$ cat config.mk
export PLATFORM = sky130hd
export DESIGN_NAME = jtag_readback_flat
export DESIGN_NICKNAME = d
export VERILOG_FILES = /design/src/rtl/jtag_readback_if.sv /design/src/rtl/jtag_readback.sv /design/src/flat_wrapper.sv
export SDC_FILE = /design/constraint.sdc
export NUM_CORES = 1
export LEC_CHECK = 0
export ABC_CLOCK_PERIOD_IN_PS = 1470
export BUFFER_PORTS_ARGS = -buffer_cell sky130_fd_sc_hd__buf_2
export CORE_MARGIN = 1
export CORE_UTILIZATION = 50
export CTS_BUF_LIST = sky130_fd_sc_hd__clkbuf_4 sky130_fd_sc_hd__clkbuf_8
export CTS_CLUSTER_SIZE = 40
export DETAILED_ROUTE_END_ITERATION = 16
export GPL_TIMING_DRIVEN = 0
export PLACE_DENSITY = 0.74
export SETUP_SLACK_MARGIN = 0.02
export SYNTH_ARGS = -nofsm -noshare
export SYNTH_HDL_FRONTEND = slang
export SYNTH_SLANG_ARGS = --single-unit
$ cat constraint.sdc
create_clock -name clk_i -period 1.47 [get_ports clk_i]
set_input_delay 0.294 -clock clk_i [delete_from_list [all_inputs] [get_ports clk_i]]
set_output_delay 0.294 -clock clk_i [all_outputs]
set_load 0.01 [all_outputs]
$ cat src/rtl/jtag_readback_if.sv
// Memory read port between jtag_readback and its backing memory.
// Latency: data_i must be valid exactly one clk_i cycle after re_o.
// Backpressure: none; the memory must return data every time re_o pulses.
// Ports (master = jtag_readback side):
//   re_o        read enable, one-cycle pulse
//   read_addr_o read address, valid while re_o=1
//   data_i      read data returned by the memory
interface jtag_readback_if #(
  parameter int BIT_WIDTH  = 8,
  parameter int ADDR_WIDTH = 10
) ();
  logic                  re_o;
  logic [ADDR_WIDTH-1:0] read_addr_o;
  logic [BIT_WIDTH-1:0]  data_i;

  modport master (output re_o, output read_addr_o, input data_i);
  modport slave  (input re_o, input read_addr_o, output data_i);
endinterface

$ cat src/rtl/jtag_readback.sv
// Streams memory words out through a BSCANE2 USER chain, LSB first, with a one-word prefetch.
// Latency: a TCK edge is acted on 3 clk_i cycles after it occurs; tdo_o follows 1 cycle later.
// Backpressure: none; a word needed before its prefetch lands is sent as zeros and flagged.
// Ports:
//   clk_i, rst_i                        system clock, synchronous active-high reset
//   tck_i, sel_i, capture_i, shift_i    raw BSCANE2 controls (asynchronous to clk_i)
//   mem                                 memory read port (re_o / read_addr_o / data_i)
//   tdo_o                               registered serial data to BSCANE2 TDO
//   underrun_o                          sticky: a word was consumed with no valid prefetch
module jtag_readback #(
  parameter int BIT_WIDTH  = 8,
  parameter int ADDR_WIDTH = 10
) (
  input  logic            clk_i,
  input  logic            rst_i,
  input  logic            tck_i,
  input  logic            sel_i,
  input  logic            capture_i,
  input  logic            shift_i,
  jtag_readback_if.master mem,
  output logic            tdo_o,
  output logic            underrun_o
);

  localparam int CNT_W = (BIT_WIDTH > 1) ? $clog2(BIT_WIDTH) : 1;
  localparam logic [CNT_W-1:0] LAST_BIT = CNT_W'(BIT_WIDTH - 1);

  typedef enum logic [1:0] {S_IDLE, S_FETCH, S_WAIT, S_READY} state_t;

  state_t r_state;
  state_t w_state_nxt;

  (* ASYNC_REG = "TRUE" *) logic [1:0] r_tck_sync;
  (* ASYNC_REG = "TRUE" *) logic [1:0] r_sel_sync;
  (* ASYNC_REG = "TRUE" *) logic [1:0] r_cap_sync;
  (* ASYNC_REG = "TRUE" *) logic [1:0] r_shf_sync;
  logic                  r_tck_d;
  logic                  r_sel_d;
  logic [ADDR_WIDTH-1:0] r_addr;
  logic [BIT_WIDTH-1:0]  r_pf;
  logic                  r_pf_vld;
  logic [BIT_WIDTH-1:0]  r_shreg;
  logic [CNT_W-1:0]      r_bit_cnt;
  logic                  r_tdo;
  logic                  r_underrun;

  logic                  w_sel;
  logic                  w_sel_rise;
  logic                  w_tck_rise;
  logic                  w_cap_ev;
  logic                  w_shf_ev;
  logic                  w_consume;
  logic                  w_latch;
  logic                  w_underrun_set;
  logic                  w_re;
  logic [BIT_WIDTH-1:0]  w_load_dat;

  assign w_sel      = r_sel_sync[1];
  assign w_sel_rise = w_sel & ~r_sel_d;
  assign w_tck_rise = r_tck_sync[1] & ~r_tck_d;
  // Capture wins if both controls are seen high on the same TCK edge.
  assign w_cap_ev   = w_tck_rise & w_sel & r_cap_sync[1];
  assign w_shf_ev   = w_tck_rise & w_sel & r_shf_sync[1] & ~r_cap_sync[1];
  assign w_consume  = w_cap_ev | (w_shf_ev & (r_bit_cnt == LAST_BIT));
  assign w_latch    = w_sel & (r_state == S_WAIT);
  // A consume coinciding with the prefetch latch takes the memory data directly.
  assign w_load_dat = w_latch  ? mem.data_i :
                      r_pf_vld ? r_pf       : '0;
  assign w_underrun_set = w_consume & ~w_latch & ~r_pf_vld;

  always_comb begin
    w_state_nxt = r_state;
    w_re        = 1'b0;
    case (r_state)
      S_IDLE:  if (w_sel) w_state_nxt = S_FETCH;
      S_FETCH: begin
        w_re        = 1'b1;
        w_state_nxt = S_WAIT;
      end
      S_WAIT:  w_state_nxt = w_consume ? S_FETCH : S_READY;
      S_READY: if (w_consume) w_state_nxt = S_FETCH;
      default: w_state_nxt = S_IDLE;
    endcase
    // Losing sel abandons whatever was in progress, including a fetch in flight.
    if (!w_sel) w_state_nxt = S_IDLE;
  end

  always_ff @(posedge clk_i) begin
    if (rst_i) r_state <= S_IDLE;
    else       r_state <= w_state_nxt;
  end

  always_ff @(posedge clk_i) begin
    if (rst_i) begin
      r_tck_sync <= '0;
      r_sel_sync <= '0;
      r_cap_sync <= '0;
      r_shf_sync <= '0;
      r_tck_d    <= 1'b0;
      r_sel_d    <= 1'b0;
      r_addr     <= '0;
      r_pf       <= '0;
      r_pf_vld   <= 1'b0;
      r_shreg    <= '0;
      r_bit_cnt  <= '0;
      r_tdo      <= 1'b0;
      r_underrun <= 1'b0;
    end else begin
      r_tck_sync <= {r_tck_sync[0], tck_i};
      r_sel_sync <= {r_sel_sync[0], sel_i};
      r_cap_sync <= {r_cap_sync[0], capture_i};
      r_shf_sync <= {r_shf_sync[0], shift_i};
      r_tck_d    <= r_tck_sync[1];
      r_sel_d    <= w_sel;
      r_tdo      <= r_shreg[0];

      // Set is ordered after clear so an underrun on the sel-rise cycle is kept.
      if (w_sel_rise)     r_underrun <= 1'b0;
      if (w_underrun_set) r_underrun <= 1'b1;

      if (!w_sel) begin
        r_addr    <= '0;
        r_pf_vld  <= 1'b0;
        r_bit_cnt <= '0;
        r_shreg   <= '0;
      end else begin
        if (w_latch) begin
          r_pf   <= mem.data_i;
          r_addr <= r_addr + 1'b1;
        end

        if (w_consume)    r_pf_vld <= 1'b0;
        else if (w_latch) r_pf_vld <= 1'b1;

        if (w_consume)     r_shreg <= w_load_dat;
        else if (w_shf_ev) r_shreg <= r_shreg >> 1;

        if (w_cap_ev)      r_bit_cnt <= '0;
        else if (w_shf_ev) r_bit_cnt <= (r_bit_cnt == LAST_BIT) ? '0 : r_bit_cnt + 1'b1;
      end
    end
  end

  assign mem.re_o        = w_re;
  assign mem.read_addr_o = r_addr;
  assign tdo_o           = r_tdo;
  assign underrun_o      = r_underrun;

endmodule
$ cat src/flat_wrapper.sv
// flat-port wrapper written by rule: the top's interface ports become plain ports
module jtag_readback_flat 
#(
  parameter int BIT_WIDTH  = 8,
  parameter int ADDR_WIDTH = 10
)
  (clk_i, rst_i, tck_i, sel_i, capture_i, shift_i, tdo_o, underrun_o, mem_re_o, mem_read_addr_o, mem_data_i);
  jtag_readback_if #(.BIT_WIDTH(BIT_WIDTH), .ADDR_WIDTH(ADDR_WIDTH)) mem_i ();
  input  logic clk_i;
  input  logic rst_i;
  input  logic tck_i;
  input  logic sel_i;
  input  logic capture_i;
  input  logic shift_i;
  output logic tdo_o;
  output logic underrun_o;
  output wire logic [$bits(mem_i.re_o)-1:0] mem_re_o;
  output wire logic [$bits(mem_i.read_addr_o)-1:0] mem_read_addr_o;
  input wire logic [$bits(mem_i.data_i)-1:0] mem_data_i;
  assign mem_re_o = mem_i.re_o;
  assign mem_read_addr_o = mem_i.read_addr_o;
  assign mem_i.data_i = mem_data_i;
  jtag_readback #(.BIT_WIDTH(BIT_WIDTH), .ADDR_WIDTH(ADDR_WIDTH)) u_core (.clk_i(clk_i), .rst_i(rst_i), .tck_i(tck_i), .sel_i(sel_i), .capture_i(capture_i), .shift_i(shift_i), .mem(mem_i), .tdo_o(tdo_o), .underrun_o(underrun_o));
endmodule
# [Word level (Yosys, flattened, before mapping)]
# Index checks and enable logic that the tools add are counted.
[word_totals] out_inout_bits=13 inputBits=14 register_bits=44
[op_classes] reduce_logical=7 muxes=11 n_bitwise=17 n_addsub=2 n_eq_ne=5
[op_table] op="2-to-1 mux 8 bit" count=4
[op_table] op="adder 10 x 1 -> 10 bit, second input constant" count=1
[op_table] op="bitwise AND 1 bit" count=10
[op_table] op="case mux 2 bit (4 select lines)" count=1
[op_table] op="NOT 1 bit" count=6
[op_table] op="OR reduction 3 bit" count=2
[op_table] op="== test 2 bit, second input constant" count=2
[op_table] op="2-to-1 mux 2 bit" count=2
[op_table] op="nonzero test 2 bit" count=2
[op_table] op="adder 3 x 1 -> 3 bit, second input constant" count=1
[op_table] op="== test 3 bit, second input constant" count=1
[op_table] op="2-to-1 mux 1 bit" count=3
[op_table] op="2-to-1 mux 3 bit" count=1
[op_table] op="== test 2 x 1 -> 1 bit, second input constant" count=1
[op_table] op="logical NOT 2 bit" count=1
[op_table] op="inequality test 2 x 1 -> 1 bit, second input constant" count=1
[op_table] op="AND reduction 2 bit" count=1
[op_table] op="OR reduction 2 bit" count=1
[op_table] op="bitwise OR 1 bit" count=1

# [Longest topological paths before layout]
# Gate-level depths: netlist of the first run.
[depth] word_depth=10 depth_mapped=9

# [Worst setup path after synthesis of the first run]
# OpenSTA, ideal clock, no wires.
[synth_timing] path_kind="flip-flop to flip-flop" from="register u_core.r_state[0]" to="register u_core.r_shreg[0]" required_time_ps=1378 n_path_buf=1 arrival_time_ps=1506 path_slack_ps=-128 stages_incl_launch_ff=7 path_cell_list="dfxtp_1 > inv_1 > ha_1 > buf_2 > a21boi_1 > a221oi_1 > o32ai_1"
[synth_between] elab_chain_cells=4
[synth_lines] element="from (decl)" line="jtag_readback.sv:30" source="state_t r_state;"
[synth_lines] element="from (signal assigned)" line="jtag_readback.sv:90" source="else r_state <= w_state_nxt;"
[synth_lines] element="== test 2 bit" line="jtag_readback.sv:65" source="assign w_latch = w_sel & (r_state == S_WAIT);"
[synth_lines] element="bitwise AND 1 bit" line="jtag_readback.sv:65"
[synth_lines] element="2-to-1 mux 8 bit" line="jtag_readback.sv:67" source="assign w_load_dat = w_latch ? mem.data_i :"
[synth_lines] element="2-to-1 mux 8 bit" line="jtag_readback.sv:135" source="if (w_consume) r_shreg <= w_load_dat;"
[synth_lines] element="to (signal assigned)" line="jtag_readback.sv:135"
[synth_lines] element="to (signal assigned)" line="jtag_readback.sv:136" source="else if (w_shf_ev) r_shreg <= r_shreg >> 1;"
[synth_lines] element="to (decl)" line="jtag_readback.sv:42" source="logic [BIT_WIDTH-1:0] r_shreg;"
# No other way between the ends.
# A chain may end at the register's enable or synchronous reset.

# [Worst setup path after layout of the first run]
[layout_timing] from="register u_core.r_state[0]" to="register u_core.r_addr[9] (netlist: u_core.mem.read_addr_o[9])"
[layout_between] elab_chain_cells=2
[layout_lines] element="== test 2 bit" line="jtag_readback.sv:65"
[layout_lines] element="bitwise AND 1 bit" line="jtag_readback.sv:65"
[layout_lines] element="to (signal assigned)" line="jtag_readback.sv:129" source="r_addr <= r_addr + 1'b1;"
[layout_lines] element="to (decl)" line="jtag_readback.sv:39" source="logic [ADDR_WIDTH-1:0] r_addr;"
# No other way between the ends.

==> results.sh, run 1 <==
export IMPL_area_delta_synth_final_pct=39.2
export IMPL_ant_nets=0
export IMPL_yosys_warnings=0
export IMPL_power_switching_uw=436
export IMPL_synth_seq_cells=44
export IMPL_slew_headroom_pct=64.0
export IMPL_antenna_cells=0
export IMPL_ff2ff_path_depth=6
export IMPL_critPathKind="flop to flop"
export IMPL_fmax_mhz=694
export IMPL_min_path_type="input port to flop"
export IMPL_worstPathRequired_ns=1.77
export IMPL_tightest_slew_ns=0.540
export IMPL_p_leak_nw=0.947
export IMPL_finClkSkew_ns=0.00826
export IMPL_synthCells=198
export IMPL_use_met1_pct=27.2
export IMPL_grt_antenna_before_repair=0
export IMPL_core_area_um2=3390
export IMPL_fin_crit_sh_pct=98.0
export IMPL_cts_sinks=44
export IMPL_p_int_mw=1.52
export IMPL_setup_violations=0
export IMPL_switching_share_pct=22.2
export IMPL_grt_use_met2_pct=38.4
export IMPL_ys_seq_area_share_pct=49.1
export IMPL_holdPathStages=2
export IMPL_synth_cell_types=34
export IMPL_pre_cts_slack_ns=-0.220
export IMPL_clk_pin_slew_worst_paths_ns=0.12
export IMPL_root_buffer="clkbuf_4"
export IMPL_nFillCells=243
export IMPL_min_delay_worst_endpoint="u_core.r_cap_sync[0]$_SDFF_PP0_"
export IMPL_period_needed_ns=1.44
export IMPL_gr_total_overflow=0
export IMPL_dr_pass1_iters=4
export IMPL_dieArea_um2=3830
export IMPL_track_usage_pct=22.8
export IMPL_power_density_nw_per_um2=785
export IMPL_clk_path_buf_depth=2
export IMPL_start_util_pct=52.9
export IMPL_critPathMaxFanout=6
export IMPL_drive_gt1_share_pct=41.7
export IMPL_grt_max_degree=13
export IMPL_cts_tree="built"
export IMPL_drv_slew=0
export IMPL_portBuffers=26
export IMPL_rsz0062_at_grt="yes"
export IMPL_arrival_ns=1.74
export IMPL_nNetsFinal=267
export IMPL_seq_power_share_pct=61.7
export IMPL_pwr_share_clk_pct=33.0
export IMPL_cp_end_kind="flop"
export IMPL_dr_total_vias=1551
export IMPL_dp_hpwl_um=2460
export IMPL_pwr_share_comb_pct=5.3
export IMPL_synth_nets=219
export IMPL_die_w_um=61.9
export IMPL_grt_pass1_wl_um=6040
export IMPL_rows=21
export IMPL_finalHoldViolCount=0
export IMPL_cts_inserted_buffers=5
export IMPL_wirelength_um=4140
export IMPL_htree_levels=2
export IMPL_synth_avg_cell_area_um2=9.06
export IMPL_drc_errors=0
export IMPL_r2r_setup_slack_ns=0.03
export IMPL_ios=27
export IMPL_max_cap_violations=0
export IMPL_worstSkewPairLatency_ns=0.36
export IMPL_syn_area_um2=1790
export IMPL_power_total_mw=1.96
export IMPL_routedWlPerCell_um=14.1
export IMPL_grt_pass1_vias=1339
export IMPL_place_congestion=0.726
export IMPL_drt_initial_drc_count=73
export IMPL_fin_ws_ns=0.0297
export IMPL_regToRegStartpoint="u_core.r_state[0]$_SDFFE_PP0P_"
export IMPL_top_usage_layer="met2"
export IMPL_grtUsageMet3_pct=6.00
export IMPL_status="finished clean"
export IMPL_via_per_inst=5.29
export IMPL_die_y_um=61.9
export IMPL_cp_start_kind="flop"
export IMPL_fin_util_pct=73.6
export IMPL_worstHoldStart="capture_i"
export IMPL_regToRegEndpoint="u_core.mem.read_addr_o[9]$_SDFFE_PP0P_"
export IMPL_peakVddDrop_mv=0.627
-- logic make-up after synthesis --
kind of cell | synth area share (%)
simple gates | 20.9
flops | 49.1
compound gates | 15.6
buf+inv | 5.09
xor+xnor | 3.91
fa+ha+maj | 4.88
mux | 0.558
-- worst max path at each step --
stage                                                  end  depth (start not counted)                        startpoint
CTS                         u_core.r_shreg[4]$_SDFFE_PP0P_                          6   u_core.r_sel_sync[1]$_SDFF_PP0_
global placement            u_core.r_shreg[0]$_SDFFE_PP0P_                          6  u_core.r_bit_cnt[0]$_SDFFE_PP0P_
finish              u_core.mem.read_addr_o[9]$_SDFFE_PP0P_                          6    u_core.r_state[0]$_SDFFE_PP0P_
global route        u_core.mem.read_addr_o[9]$_SDFFE_PP0P_                          6    u_core.r_state[0]$_SDFFE_PP0P_
detailed placement          u_core.r_shreg[0]$_SDFFE_PP0P_                          6  u_core.r_bit_cnt[0]$_SDFFE_PP0P_
floorplan                   u_core.r_shreg[0]$_SDFFE_PP0P_                          6  u_core.r_bit_cnt[0]$_SDFFE_PP0P_
-- worst max-delay path: stages (launching register included) --
cell and delay (ns):
dfxtp_4 0.38, inv_4 0.05, ha_4 0.16, and4_4 0.25
nand2_4 0.06, or3_4 0.37, a21oi_2 0.12
-- final cells by class --
class,count,area (um2),share of cell area (%)
Multi-Input combinational cell,134,1100,44.0
Timing Repair Buffer,45,303,12.1
Buffer,5,33.8,1.35
Clock buffer,8,66.3,2.66
Inverter,11,43.8,1.75
Sequential cell,44,895,35.8
Tap cell,46,57.6,2.31
-- cell usage after synthesis, drive strengths merged --
library cell / number / area share [%]
nand2: 24 / 5.0
nor2: 26 / 5.4
mux2i: 1 / 0.56
and2: 1 / 0.35
and4: 3 / 1.5
o21ai: 6 / 1.7
nor2b: 9 / 3.1
inv: 11 / 2.3
and3b: 1 / 0.49
a221oi: 7 / 3.4
nor3: 1 / 0.28
xnor2: 1 / 0.49
nand4: 2 / 0.70
a22oi: 4 / 1.7
or3: 2 / 0.70
or2b: 1 / 0.42
a21boi: 1 / 0.42
nor3b: 1 / 0.42
ha: 7 / 4.9
o32ai: 7 / 3.4
xor2: 7 / 3.4
clkbuf: 3 / 0.63
nand2b: 1 / 0.77
nand3b: 2 / 0.84
nand3: 3 / 0.84
a21oi: 13 / 3.6
dfxtp: 44 / 49
a21o: 1 / 0.42
buf: 6 / 2.2
a22o: 1 / 0.49
o31ai: 1 / 0.42
-- state kept, by name (all words and copies together) (netlist names), 2 cells and up --
| signal | cells |
|---|---|
| u_core.r_tck_sync | 2 |
| u_core.r_bit_cnt | 3 |
| u_core.r_shreg | 8 |
| u_core.r_sel_sync | 2 |
| u_core.mem.read_addr_o | 10 |
| u_core.r_state | 2 |
| u_core.r_cap_sync | 2 |
| u_core.r_pf | 8 |
| u_core.r_shf_sync | 2 |
-- metrics by stage --
stage | hold slack, ns | instances | instance area, um2 | TNS (ns)
floorplan | 0.414 | 198 | 1880 | 0
global placement | 0.415 | 270 | 2060 | -1.39
detailed placement | 0.428 | 270 | 2060 | -1.59
CTS | 0.132 | 284 | 2330 | 0
global route | 0.113 | 293 | 2500 | -0.0147
finish | 0.137 | 293 | 2500 | 0
-- power groups by stage --
stage	registers (mW)	logic [mW]	clock network (mW)
after global placement	1.24	0.0715	0
final	1.21	0.104	0.647
after detailed placement	1.24	0.0726	0
after floorplan	1.24	0.0406	0
after global routing	1.21	0.113	0.709
after CTS	1.21	0.0939	0.656
-- layer usage --
metal  wire (um)  up-vias
li1            -      783
met1        1820      737
met2        2110       25
met3         162        6
met4          42        0
met5           0        -
-- placed cells by master, fill, tap and decap left out, drive strengths merged --
cell	Yosys	routed
a21boi	1	1
a21o	1	1
a21oi	13	13
a221oi	7	7
a22o	1	1
a22oi	4	4
and2	1	1
and3b	1	1
and4	3	3
buf	6	47
clkbuf	3	11
dfxtp	44	44
ha	7	7
inv	11	11
mux2i	1	1
nand2	24	24
nand2b	1	1
nand3	3	3
nand3b	2	2
nand4	2	2
nor2	26	26
nor2b	9	9
nor3	1	1
nor3b	1	1
o21ai	6	6
o31ai	1	1
o32ai	7	7
or2b	1	1
or3	2	2
xnor2	1	1
xor2	7	7
-- what timing repair did --
item                                   in CTS  in global routing
setup buffers                               8                 11
setup endpoints to repair                  14                 14
pin swaps                                  11                 14
hold buffers                                0                  0
gates resized for setup                    37                 20
endpoints found under the hold margin       0                  0
Power figures use the tool's default switching activity.
==> run 2, diff against run 1 <==
==> constraint.sdc (replaced) <==
create_clock -name clk_i -period 1.47 [get_ports clk_i]
set_input_delay 0.147 -clock clk_i [delete_from_list [all_inputs] [get_ports clk_i]]
set_output_delay 0.147 -clock clk_i [all_outputs]
set_load 0.01 [all_outputs]
==> run 2 against run 1 <==
  * Clock power barely moved
  * Global-route usage down 0.39 points
  * Final cell count down 1.0%
  * Sequential power hardly changed
  * Cell area down 1.2%
  * Largest cell class unchanged
  * Highest routed layer unchanged
==> results.sh, run 2 (synthesized netlist as in run 1, its figures left out) <==
export IMPL_cp_start_kind="flop"
export IMPL_fin_crit_sh_pct=99.2
export IMPL_fmax_mhz=686
export IMPL_rsz0062_at_grt="yes"
export IMPL_dr_pass1_iters=4
export IMPL_drc_errors=0
export IMPL_layout_common_cells="dfxtp_1, buf_2, nand2_1"
export IMPL_cts_sinks=44
export IMPL_start_util_pct=52.9
export IMPL_setup_violations=0
export IMPL_ios=27
export IMPL_fin_ws_ns=0.0119
export IMPL_gr_total_overflow=0
export IMPL_grt_pass1_wl_um=5930
export IMPL_area_delta_synth_final_pct=37.5
export IMPL_peakVddDrop_mv=0.641
export IMPL_grt_max_degree=13
export IMPL_largest_register_ffs=10
export IMPL_cpMaxStageDelayCell="or3_4"
export IMPL_finalHoldViolCount=0
export IMPL_period_needed_ns=1.46
export IMPL_worstPathCellList="buf_6 > buf_4 > and4_4 > nand2_4 > or3_4 > a21oi_2"
export IMPL_cts_tree="built"
export IMPL_dr_total_vias=1568
export IMPL_arrival_ns=1.76
export IMPL_die_y_um=61.9
export IMPL_crit_family="simple AND/OR/NAND/NOR gates"
export IMPL_placedCellCount=270
export IMPL_antenna_cells=0
export IMPL_worstSkewPairLatency_ns=0.36
export IMPL_holdWs_ns=0.00541
export IMPL_via_per_inst=5.41
export IMPL_final_area_um2=2470
export IMPL_routedWlPerCell_um=13.8
export IMPL_portBuffers=26
export IMPL_cp_buffers_inverters=2
export IMPL_htree_levels=2
export IMPL_slew_headroom_pct=62.6
export IMPL_max_cap_violations=0
export IMPL_regToRegEndpoint="u_core.mem.read_addr_o[9]$_SDFFE_PP0P_"
export IMPL_ant_nets=0
export IMPL_layout_commonest_cell="dfxtp_1"
export IMPL_clk_pin_slew_worst_paths_ns=0.12
export IMPL_dieArea_um2=3830
export IMPL_dp_hpwl_um=2460
export IMPL_cp_end_kind="flop"
export IMPL_ff2ff_path_depth=6
export IMPL_cts_inserted_buffers=5
export IMPL_place_congestion=0.726
export IMPL_worstPathRequired_ns=1.77
export IMPL_min_path_type="input port to flop"
export IMPL_r2r_setup_slack_ns=0.01
export IMPL_dpl_instance_area_um2=2060
export IMPL_finClkSkew_ns=0.00336
export IMPL_wirelength_um=4010
export IMPL_tightest_slew_ns=0.561
export IMPL_drt_initial_drc_count=153
export IMPL_holdPathStages=2
export IMPL_root_buffer="clkbuf_4"
export IMPL_die_w_um=61.9
export IMPL_cpPeakStageDelay_ns=0.37
export IMPL_regToRegStartpoint="u_core.r_sel_sync[1]$_SDFF_PP0_"
export IMPL_clk_path_buf_depth=2
export IMPL_pre_cts_slack_ns=-0.220
export IMPL_fin_cells=290
export IMPL_p_leak_nw=0.930
export IMPL_rows=21
export IMPL_worstHoldStart="sel_i"
export IMPL_tns_ns=0
export IMPL_drv_slew=0
export IMPL_critPathKind="flop to flop"
export IMPL_drive_gt1_share_pct=38.9
export IMPL_power_density_nw_per_um2=793
export IMPL_track_usage_pct=22.4
export IMPL_core_area_um2=3390
export IMPL_grt_pass1_vias=1313
export IMPL_status="finished clean"
export IMPL_min_delay_worst_endpoint="u_core.r_sel_sync[0]$_SDFF_PP0_"
export IMPL_critPathMaxFanout=6
export IMPL_grt_antenna_before_repair=0
export IMPL_nNetsFinal=264
-- run 2: report_power, final --
| part | switching (mW) | internal, mW |
|---|---|---|
| clock | 0.373 | 0.273 |
| sequential | 0.00688 | 1.20 |
| combinational | 0.0535 | 0.0460 |
-- run 2: area by class of cell --
| cell class | instances | area (um2) |
|---|---|---|
| Multi-Input combinational cell | 134 | 1090 |
| Fill cell | 242 | 923 |
| Inverter | 11 | 43.8 |
| Timing Repair Buffer | 42 | 278 |
| Tap cell | 46 | 57.6 |
| Clock buffer | 8 | 66.3 |
| Buffer | 5 | 37.5 |
| Sequential cell | 44 | 892 |
-- run 2: timing repair --
action / in CTS / in global routing
hold buffers: 3 / 0
buffers inserted: 7 / 6
setup endpoints to repair: 13 / 13
gates resized for setup: 32 / 20
pin swaps: 12 / 10
hold endpoints to repair: 3 / 0
-- run 2: worst register-to-register path, delay by kind of cell, from the launching register on --
kind                   cells  cell delay [ns]
buffers and inverters      2             0.26
AND/OR/NAND/NOR            3             0.69
flip-flops                 1             0.34
AO/OA/AOI/OAI              1             0.12
-- run 2: stage by stage --
step	total power [mW]	util, %
6_report	1.96	72.8
5_1_grt	2.03	72.8
4_1_cts	1.96	68.3
3_5_place_dp	1.31	60.9
3_3_place_gp	1.31	60.9
2_1_floorplan	1.28	-
-- run 2: layer usage --
metal | part of all wire (%) | wire [um] | global-route usage, %
met1 | 44 | 1780 | 26.9
met2 | 50 | 2000 | 37.3
met3 | 4.5 | 180 | 6.00
met4 | 1.0 | 42 | 10.5
met5 | 0 | 0 | 0
-- run 2: how the worst max path moves through the flow --
stage | startpoint | end | depth (start not counted)
after floorplan | u_core.r_bit_cnt[0]$_SDFFE_PP0P_ | u_core.r_shreg[0]$_SDFFE_PP0P_ | 6
after global placement | u_core.r_bit_cnt[0]$_SDFFE_PP0P_ | u_core.r_shreg[0]$_SDFFE_PP0P_ | 6
after detailed placement | u_core.r_bit_cnt[0]$_SDFFE_PP0P_ | u_core.r_shreg[0]$_SDFFE_PP0P_ | 6
after CTS | u_core.r_bit_cnt[0]$_SDFFE_PP0P_ | u_core.r_state[1]$_SDFFE_PP0P_ | 7
after global routing | u_core.r_sel_sync[1]$_SDFF_PP0_ | u_core.mem.read_addr_o[9]$_SDFFE_PP0P_ | 6
final | u_core.r_sel_sync[1]$_SDFF_PP0_ | u_core.mem.read_addr_o[9]$_SDFFE_PP0P_ | 6
